--- src/rtl/pin_lock_pkg.sv ---
// Shared state encoding, key codes and field widths for the PIN lock controller.
package pin_lock_pkg;

  localparam int unsigned KEY_W    = 4;
  localparam int unsigned CNT_W    = 4;
  localparam int unsigned FAIL_W   = 4;
  localparam int unsigned REMAIN_W = 8;
  localparam int unsigned STATE_W  = 3;

  typedef enum logic [STATE_W-1:0] {
    ST_LOCKED   = 3'd0,
    ST_UNLOCKED = 3'd1,
    ST_CHANGE   = 3'd2,
    ST_LOCKOUT  = 3'd3
  } state_e;

  localparam logic [KEY_W-1:0] KEY_ENTER  = 4'hA;
  localparam logic [KEY_W-1:0] KEY_CLEAR  = 4'hB;
  localparam logic [KEY_W-1:0] KEY_CHANGE = 4'hC;
  localparam logic [KEY_W-1:0] KEY_LOCK   = 4'hD;
  localparam logic [KEY_W-1:0] KEY_BLANK  = 4'hF;

  function automatic logic is_digit(input logic [KEY_W-1:0] key);
    return key <= 4'd9;
  endfunction

endpackage

--- src/rtl/pin_lock_ctrl_if.sv ---
// Keypad/timebase inputs and status outputs of the PIN lock controller.
interface pin_lock_ctrl_if
  import pin_lock_pkg::*;
#(
  parameter int unsigned DIGITS = 4
);
  logic                  key_valid;
  logic [KEY_W-1:0]      key_code;
  logic                  tick;
  logic [4*DIGITS-1:0]   entry;
  logic [CNT_W-1:0]      digit_cnt;
  logic                  unlocked;
  logic                  locked_out;
  logic [FAIL_W-1:0]     fail_cnt;
  logic [REMAIN_W-1:0]   remain;
  logic [STATE_W-1:0]    state;

  modport master (
    output key_valid, key_code, tick,
    input  entry, digit_cnt, unlocked, locked_out, fail_cnt, remain, state
  );

  modport slave (
    input  key_valid, key_code, tick,
    output entry, digit_cnt, unlocked, locked_out, fail_cnt, remain, state
  );
endinterface

--- src/rtl/pin_entry_buf.sv ---
// Digit entry shift register: newest digit in the low nibble, blank nibbles read 4'hF.
module pin_entry_buf
  import pin_lock_pkg::*;
#(
  parameter int unsigned DIGITS = 4
) (
  input  logic                clk,
  input  logic                rst,
  input  logic                shift,
  input  logic                clr,
  input  logic [KEY_W-1:0]    digit,
  output logic [4*DIGITS-1:0] entry,
  output logic [CNT_W-1:0]    cnt,
  output logic                full_c
);

  assign full_c = (cnt == CNT_W'(DIGITS));

  // Clear has priority so an enter/transition never keeps a stale digit.
  always_ff @(posedge clk) begin
    if (rst || clr) begin
      entry <= {DIGITS{KEY_BLANK}};
      cnt   <= '0;
    end else if (shift && !full_c) begin
      entry <= {entry[4*DIGITS-5:0], digit};
      cnt   <= cnt + CNT_W'(1);
    end
  end

endmodule

--- src/rtl/pin_lock_ctrl.sv ---
// PIN lock controller: keypad entry, unlock/lock, failed-try lockout.
// Optional PIN_LOCK_CHANGE_EN adds the CHANGE state and a writable stored PIN.
module pin_lock_ctrl
  import pin_lock_pkg::*;
#(
  parameter int unsigned         DIGITS        = 4,
  parameter logic [4*DIGITS-1:0] INIT_PIN      = 16'h1234,
  parameter int unsigned         MAX_TRIES     = 3,
  parameter int unsigned         LOCKOUT_TICKS = 10
) (
  input  logic           clk,
  input  logic           rst,
  pin_lock_ctrl_if.slave bus
);

  localparam int unsigned         W           = 4 * DIGITS;
  localparam logic [FAIL_W-1:0]   FAIL_MAX    = FAIL_W'(MAX_TRIES);
  localparam logic [REMAIN_W-1:0] REMAIN_INIT = REMAIN_W'(LOCKOUT_TICKS);

  state_e              state_q, state_d;
  logic [FAIL_W-1:0]   fail_q, fail_d;
  logic [REMAIN_W-1:0] remain_q, remain_d;
  logic                unlocked_q, unlocked_d;
  logic                locked_out_q, locked_out_d;
  logic                shift, clr, full_c;
  logic [W-1:0]        entry;
  logic [CNT_W-1:0]    cnt;
  logic [W-1:0]        pin;

`ifdef PIN_LOCK_CHANGE_EN
  logic [W-1:0] pin_q, pin_d;
  assign pin = pin_q;
`else
  assign pin = INIT_PIN;
`endif

  pin_entry_buf #(.DIGITS(DIGITS)) u_buf (
    .clk    (clk),
    .rst    (rst),
    .shift  (shift),
    .clr    (clr),
    .digit  (bus.key_code),
    .entry  (entry),
    .cnt    (cnt),
    .full_c (full_c)
  );

  always_ff @(posedge clk) begin
    if (rst) begin
      state_q      <= ST_LOCKED;
      fail_q       <= '0;
      remain_q     <= '0;
      unlocked_q   <= 1'b0;
      locked_out_q <= 1'b0;
`ifdef PIN_LOCK_CHANGE_EN
      pin_q        <= INIT_PIN;
`endif
    end else begin
      state_q      <= state_d;
      fail_q       <= fail_d;
      remain_q     <= remain_d;
      unlocked_q   <= unlocked_d;
      locked_out_q <= locked_out_d;
`ifdef PIN_LOCK_CHANGE_EN
      pin_q        <= pin_d;
`endif
    end
  end

  always_comb begin
    state_d  = state_q;
    fail_d   = fail_q;
    remain_d = remain_q;
    shift    = 1'b0;
    clr      = 1'b0;
`ifdef PIN_LOCK_CHANGE_EN
    pin_d    = pin_q;
`endif
    case (state_q)
      ST_LOCKED: begin
        if (bus.key_valid) begin
          if (is_digit(bus.key_code)) begin
            shift = 1'b1;
          end else if (bus.key_code == KEY_CLEAR) begin
            clr = 1'b1;
          end else if (bus.key_code == KEY_ENTER) begin
            clr = 1'b1;
            if (full_c && entry == pin) begin
              state_d = ST_UNLOCKED;
              fail_d  = '0;
            end else if (fail_q < FAIL_MAX) begin
              fail_d = fail_q + FAIL_W'(1);
              if (fail_q + FAIL_W'(1) == FAIL_MAX) begin
                state_d  = ST_LOCKOUT;
                remain_d = REMAIN_INIT;
              end
            end
          end
        end
      end
      ST_UNLOCKED: begin
        if (bus.key_valid) begin
          if (bus.key_code == KEY_LOCK) begin
            state_d = ST_LOCKED;
            clr     = 1'b1;
          end
`ifdef PIN_LOCK_CHANGE_EN
          else if (bus.key_code == KEY_CHANGE) begin
            state_d = ST_CHANGE;
            clr     = 1'b1;
          end
`endif
        end
      end
`ifdef PIN_LOCK_CHANGE_EN
      ST_CHANGE: begin
        if (bus.key_valid) begin
          if (is_digit(bus.key_code)) begin
            shift = 1'b1;
          end else if (bus.key_code == KEY_CLEAR) begin
            clr = 1'b1;
          end else if (bus.key_code == KEY_ENTER && full_c) begin
            pin_d   = entry;
            state_d = ST_UNLOCKED;
            clr     = 1'b1;
          end else if (bus.key_code == KEY_LOCK) begin
            state_d = ST_LOCKED;
            clr     = 1'b1;
          end
        end
      end
`endif
      ST_LOCKOUT: begin
        // Keys are ignored here; only the timebase advances the lockout.
        if (bus.tick) begin
          if (remain_q <= REMAIN_W'(1)) begin
            state_d  = ST_LOCKED;
            remain_d = '0;
            fail_d   = '0;
            clr      = 1'b1;
          end else begin
            remain_d = remain_q - REMAIN_W'(1);
          end
        end
      end
      default: begin
        state_d = ST_LOCKED;
        clr     = 1'b1;
      end
    endcase
    unlocked_d   = (state_d == ST_UNLOCKED) || (state_d == ST_CHANGE);
    locked_out_d = (state_d == ST_LOCKOUT);
  end

  assign bus.entry      = entry;
  assign bus.digit_cnt  = cnt;
  assign bus.unlocked   = unlocked_q;
  assign bus.locked_out = locked_out_q;
  assign bus.fail_cnt   = fail_q;
  assign bus.remain     = remain_q;
  assign bus.state      = STATE_W'(state_q);

endmodule

--- src/flat_wrapper.sv ---
// flat-port wrapper written by rule: the top's interface ports become plain ports
module pin_lock_ctrl_flat import pin_lock_pkg::*;
#(
  parameter int unsigned         DIGITS        = 4,
  parameter logic [4*DIGITS-1:0] INIT_PIN      = 16'h1234,
  parameter int unsigned         MAX_TRIES     = 3,
  parameter int unsigned         LOCKOUT_TICKS = 10
)
  (clk, rst, bus_key_valid, bus_key_code, bus_tick, bus_entry, bus_digit_cnt, bus_unlocked, bus_locked_out, bus_fail_cnt, bus_remain, bus_state);
  pin_lock_ctrl_if #(.DIGITS(DIGITS)) bus_i ();
  input  logic clk;
  input  logic rst;
  input wire logic [$bits(bus_i.key_valid)-1:0] bus_key_valid;
  input wire logic [$bits(bus_i.key_code)-1:0] bus_key_code;
  input wire logic [$bits(bus_i.tick)-1:0] bus_tick;
  output wire logic [$bits(bus_i.entry)-1:0] bus_entry;
  output wire logic [$bits(bus_i.digit_cnt)-1:0] bus_digit_cnt;
  output wire logic [$bits(bus_i.unlocked)-1:0] bus_unlocked;
  output wire logic [$bits(bus_i.locked_out)-1:0] bus_locked_out;
  output wire logic [$bits(bus_i.fail_cnt)-1:0] bus_fail_cnt;
  output wire logic [$bits(bus_i.remain)-1:0] bus_remain;
  output wire logic [$bits(bus_i.state)-1:0] bus_state;
  assign bus_i.key_valid = bus_key_valid;
  assign bus_i.key_code = bus_key_code;
  assign bus_i.tick = bus_tick;
  assign bus_entry = bus_i.entry;
  assign bus_digit_cnt = bus_i.digit_cnt;
  assign bus_unlocked = bus_i.unlocked;
  assign bus_locked_out = bus_i.locked_out;
  assign bus_fail_cnt = bus_i.fail_cnt;
  assign bus_remain = bus_i.remain;
  assign bus_state = bus_i.state;
  pin_lock_ctrl #(.DIGITS(DIGITS), .INIT_PIN(INIT_PIN), .MAX_TRIES(MAX_TRIES), .LOCKOUT_TICKS(LOCKOUT_TICKS)) u_core (.clk(clk), .rst(rst), .bus(bus_i));
endmodule
--- config.mk ---
export PLATFORM = sky130hd
export DESIGN_NAME = pin_lock_ctrl_flat
export DESIGN_NICKNAME = d
export VERILOG_FILES = /design/src/rtl/pin_lock_pkg.sv /design/src/rtl/pin_lock_ctrl_if.sv /design/src/rtl/pin_entry_buf.sv /design/src/rtl/pin_lock_ctrl.sv /design/src/flat_wrapper.sv
export SDC_FILE = /design/constraint.sdc
export NUM_CORES = 1
export LEC_CHECK = 0
export ABC_AREA = 1
export BUFFER_PORTS_ARGS = -buffer_cell sky130_fd_sc_hd__buf_2
export CAP_MARGIN = 30
export CORE_ASPECT_RATIO = 2
export CORE_UTILIZATION = 60
export CTS_BUF_LIST = sky130_fd_sc_hd__clkbuf_2 sky130_fd_sc_hd__clkbuf_4 sky130_fd_sc_hd__clkbuf_8
export DETAILED_ROUTE_END_ITERATION = 10
export HOLD_SLACK_MARGIN = 0.12
export PLACE_DENSITY = 0.86
export SETUP_SLACK_MARGIN = 0.2
export SLEW_MARGIN = 20
export SYNTH_ARGS = -nofsm -noshare
export SYNTH_HDL_FRONTEND = slang
export SYNTH_SLANG_ARGS = --single-unit
--- constraint.sdc ---
create_clock -name clk -period 2.99 [get_ports clk]
set_input_delay 0.1495 -clock clk [delete_from_list [all_inputs] [get_ports clk]]
set_output_delay 0.1495 -clock clk [all_outputs]
set_load 0.02 [all_outputs]
### Yosys cells after proc, flatten, opt, wreduce, memory -nomap -nowiden

Cells that the tools add are included.
W data, S select, Z words.

| word-level totals | value |
|---|---|
| flip-flop bits (word level) | 37 |
| bits of input ports | 8 |
| output and inout bits | 37 |
| word-level logic and storage cells | 86 |

| operators by class | value |
|---|---|
| $add $sub $neg | 3 |
| $lt $le $gt $ge | 3 |
| equal/unequal tests | 21 |
| muxes and demuxes | 43 |
| reductions and logical operators | 9 |

Operators with widths:

| kind | number |
|---|---|
| $mux W8 | 9 |
| $mux W3 | 11 |
| $mux W4 | 8 |
| $eq A16 B13 Y1 const B | 1 |
| $pmux W8 S2 | 1 |
| $eq A4 B4 Y1 const B | 3 |
| $mux W1 | 11 |
| $ne A2 B2 Y1 const B | 5 |
| $eq A3 B2 Y1 const B | 3 |
| $pmux W3 S3 | 1 |
| $reduce_and A9 Y1 | 1 |
| $add A4 B1 Y4 const B | 2 |
| $le A8 B1 Y1 const B | 1 |
| $ne A2 B1 Y1 const B | 4 |
| $pmux W4 S2 | 1 |
| $reduce_and A8 Y1 | 1 |
| $sub A8 B1 Y8 const B | 1 |
| $eq A3 B1 Y1 const B | 2 |
| $eq A4 B2 Y1 const B | 1 |
| $eq A4 B3 Y1 const B | 1 |
| $le A4 B4 Y1 const B | 1 |
| $lt A4 B2 Y1 const B | 1 |
| $logic_not A3 Y1 | 1 |
| $ne A3 B1 Y1 const B | 1 |
| 5 further kinds | 7 |

### Depth between registers and ports, before layout

| logic depth | value |
|---|---|
| depth in word-level cells | 12 |
| mapped depth | 14 |
| mapped depth without buffers | 14 |

### Cells and area by module

Synthesis repeated with hierarchy kept, for this count alone.

| second synthesis, totals | value |
|---|---|
| cells, all modules | 306 |
| area total of the unflattened synthesis | 2054.5 sq um |

By module, submodules not included:

| module | instances | cells an instance | area each (sq um) | seq. area each (sq um) |
|---|---|---|---|---|
| pin_lock_ctrl | 1 | 201 | 1241.2 | 340.3 |
| pin_entry_buf | 1 | 105 | 813.3 | 400.4 |

### Worst setup path after synthesis

No wires, ideal clock.

| timing | value |
|---|---|
| path type | register to register |
| start | reg u_core.remain_q[0], in the netlist u_core.bus.remain[0] |
| end | reg u_core.u_buf.entry[10] |
| arrival time | 1.629 ns |
| data required time | 2.867 ns |
| slack | 1.238 ns |
| cell stages (with the launch flop) | 12 |
| cell sequence | dfxtp_1 inv_1 ha_1 inv_1 nand2_1 nand2_2 nor2_8 inv_4 o21ai_2 o21ai_2 buf_6 nand3b_1 |

| on the way | value |
|---|---|
| word-level cells in the longest chain between the ends | 5 |

RTL lines:

| item | line | RTL |
|---|---|---|
| from (decl) | pin_lock_ctrl.sv:22 | `logic [REMAIN_W-1:0] remain_q, remain_d;` |
| from (signal assigned) | pin_lock_ctrl.sv:61 | `remain_q <= remain_d;` |
| $le A8 B1 Y1 | pin_lock_ctrl.sv:136 | `if (remain_q <= REMAIN_W'(1)) begin` |
| $mux W1 | pin_lock_ctrl.sv:136 |  |
| $mux W1 | pin_lock_ctrl.sv:135 | `if (bus.tick) begin` |
| $pmux W1 S3 | pin_lock_ctrl.sv:79 | `case (state_q)` |
| $logic_or A1 B1 Y1 | pin_entry_buf.sv:21 | `if (rst \|\| clr) begin` |
| to (signal assigned) | pin_entry_buf.sv:22 | `entry <= {DIGITS{KEY_BLANK}};` |
| to (signal assigned) | pin_entry_buf.sv:25 | `entry <= {entry[4*DIGITS-5:0], digit};` |
| to (decl) | pin_entry_buf.sv:12 | `output logic [4*DIGITS-1:0] entry,` |

No other way between the ends.
A chain may end at the register's enable or synchronous reset.

### Worst setup path in the final report

| timing | value |
|---|---|
| start | reg u_core.remain_q[0], in the netlist u_core.bus.remain[0] |
| end | reg u_core.u_buf.cnt[3] |

| on the way | value |
|---|---|
| word-level cells in the longest chain between the ends | 5 |

RTL lines:

| item | line | RTL |
|---|---|---|
| $le A8 B1 Y1 | pin_lock_ctrl.sv:136 |  |
| $mux W1 | pin_lock_ctrl.sv:136 |  |
| $mux W1 | pin_lock_ctrl.sv:135 |  |
| $pmux W1 S3 | pin_lock_ctrl.sv:79 |  |
| $logic_or A1 B1 Y1 | pin_entry_buf.sv:21 |  |
| to (signal assigned) | pin_entry_buf.sv:26 | `cnt <= cnt + CNT_W'(1);` |
| to (decl) | pin_entry_buf.sv:13 | `output logic [CNT_W-1:0] cnt,` |

No other way between the ends.

==> flow_metrics.py <==
metrics = {
    "layout": {
        "diodes": 0,
        "final_layout_size_suffix_gt1_share_pct": 20.7,
        "final_cell_mix": "66 x nand2_1, 47 x inv_1, 44 x nor2_1, 44 x buf_2, 37 x dfxtp_1",
        "layout_commonest_cell": "nand2_1",
        "n_fill_cell": 297,
        "fin_nets": 375,
        "instances_no_fill": 410,
        "area.growth.synth_to_final_pct": 16.0,
    },
    "clock_tree": {
        "cts_tree": "built",
        "clkLatencyLatePin_ps": 290,
        "cts_buffer_depth": 2,
        "postCtsHoldBufs": 0,
        "ctsResizeCount": 0,
        "numCtsBuffers": 5,
        "cts.root.buffer_cell": "clkbuf_8",
        "htree_levels": 2,
        "path_clk_slew_ps": 70,
        "cts_sinks": 37,
        "postCtsSetupRepairBufs": 0,
    },
    "synth": {
        "syn_area_per_cell_sq_um": 6.85,
        "synth-edff-count": 0,
        "yosysTopAreaCell": "dfxtp_1",
        "async_flop_share_pct": 0,
        "ys_types": 30,
        "synth_area_leaders": "dfxtp_1 34%, nand2_1 11%, inv_1 8.2%",
        "syn_area_sq_um": 2160,
        "synth_nets": 330,
        "synth_top_cell_area_share_pct": 34.2,
        "ys_warn_count": 0,
        "ys_ff_latch": 37,
        "syn_inst": 316,
        "yosysSeqAreaShare_pct": 34.2,
        "synth-main-ff-cell": "dfxtp_1",
    },
    "placed_design": {
        "post-dp-hpwl_um": 3760,
        "dpl.cell_count": 402,
        "gp_congestion": 0.815,
        "numPortBuffers": 44,
    },
    "worst_setup_path": {
        "crit_fanout": 17,
        "end_kind": "flip-flop",
        "critical_path_arrival_ps": 2170,
        "worstSetupPathType": "flip-flop to flip-flop",
        "crit_required_ps": 3180,
        "startpoint_type": "flip-flop",
    },
    "routing": {
        "vias": 2128,
        "firstDrtPassIters": 4,
        "via_per_inst": 5.19,
        "antenna_left": 0,
        "first_iter_violations": 47,
        "routed_wl_um": 4940,
        "drc": 0,
        "wire_per_inst_um": 12.0,
    },
    "global_routing": {
        "grt_pass1_wl_um": 8270,
        "antenna_found_initial": 0,
        "grt_start_max_net_pins": 38,
        "grt_overflow": 0,
        "grt_usage_pct": 28.3,
        "grt_pass1_vias": 2025,
    },
    "outcome": {
        "status": "completed",
    },
    "timing": {
        "post-route-min-period_ps": 1990,
        "worst_slew_pin_slew_ps": 700,
        "rsz0062_at_grt": "false",
        "hold_viol": 0,
        "slew-limit-headroom_pct": 53.3,
        "setup_viol": 0,
        "finClkSkew_ps": 8.80,
        "report.final.slew_viol_count": 0,
        "post-route-period-util_pct": 66.4,
        "fin_tns_setup_ps": 0,
        "fmax_mhz": 503,
    },
    "power": {
        "power_density_nw_per_um2": 398,
        "leakage_nw": 1.35,
        "vdd_drop_max_mv": 0.364,
    },
    "hold_path": {
        "hp-class": "input port to flip-flop",
    },
    "floorplanning": {
        "placementRows": 30,
        "die_w_um": 44.5,
        "core_area_sq_um": 3420,
        "die_y_um": 86.9,
        "start_util_pct": 63.3,
        "ios": 45,
        "dieArea_sq_um": 3860,
    },
    "flow_run": {
        "drv_cap": 0,
    },
}
[cell families after synthesis]
group | Yosys count | synth area share [%]
and+or+nand+nor | 177 | 40.9
buffers and inverters | 55 | 10.2
DFF | 37 | 34.2
AOI/OAI and AO/OA | 35 | 8.97
adders and majority gates | 6 | 3.47
xor gates and xnor gates | 5 | 2.02
other | 1 | 0.173
[worst paths after layout]
check,start,to,slack (ps),cells past startpoint
setup / recovery,u_core.bus.remain[0],u_core.u_buf.cnt[3],1000,11
hold / removal,rst,u_core.bus.unlocked,190,2
setup reg to reg,u_core.bus.remain[0],u_core.u_buf.cnt[3],1000,11
hold reg to reg,u_core.bus.fail_cnt[3],u_core.bus.fail_cnt[3],500,2
[Yosys cell counts, drive strengths merged (4+ instances only)]
library cell,instances
a21oi,10
nand3,21
nor2,52
buf,5
nand3b,17
dfxtp,37
ha,6
nor3,4
nand2,75
o21ai,22
inv,49
nand4,8
xor2,4
[report_power, final]
group          internal (W)  switching (W)
clock network      0.000208       0.000174
logic             0.0000351      0.0000715
registers          0.000501     0.00000909
[worst max-delay path: stages, from the launching register on]
cell and delay, ps:
dfxtp_1 340, inv_1 130, ha_1 270, inv_1 60, nand2_1 70, nand2_2 80
nor2_8 140, inv_4 60, o21ai_2 180, o21ai_2 250, nand2_1 220, nor2_1 70
[routing by layer]
metal | vias up | share of wire [%] | GRT usage (%)
li1 | 1090 | - | -
met1 | 971 | 36 | 27.6
met2 | 53 | 58 | 52.9
met3 | 14 | 3.3 | 4.15
met4 | 0 | 3.1 | 16.3
met5 | - | 0 | 0
[layout make-up]
type	count	area, sq um	share of cell area, %
clock buffers	7	96.3	3.84
clock inverters	1	5.00	0.199
inverters	49	186	7.43
multi-input cells	224	1200	47.9
flip-flops and latches	37	741	29.5
well taps	48	60.1	2.39
repair buffers	44	220	8.77
[per-stage QoR]
stage / util [%] / total power, W / setup slack [ps] / hold slack [ps] / area, sq um
2_1_floorplan: - / 0.000600 / 1240 / 296 / 2160
3_3_place_gp: 70.5 / 0.000624 / 1110 / 476 / 2410
3_5_place_dp: 70.5 / 0.000627 / 1030 / 486 / 2410
4_1_cts: 73.5 / 0.00100 / 1000 / 193 / 2510
5_1_grt: 73.5 / 0.00104 / 782 / 192 / 2510
6_report: 73.5 / 0.000999 / 1000 / 193 / 2510
[registers in the layout, summed over array words and instances, names as in the netlist]
register / flops
u_core.bus.locked_out: 1
u_core.bus.remain: 8
u_core.bus.unlocked: 1
u_core.bus.state: 3
u_core.bus.fail_cnt: 4
u_core.u_buf.entry: 16
u_core.u_buf.cnt: 4
Power figures use the tool's default switching activity.
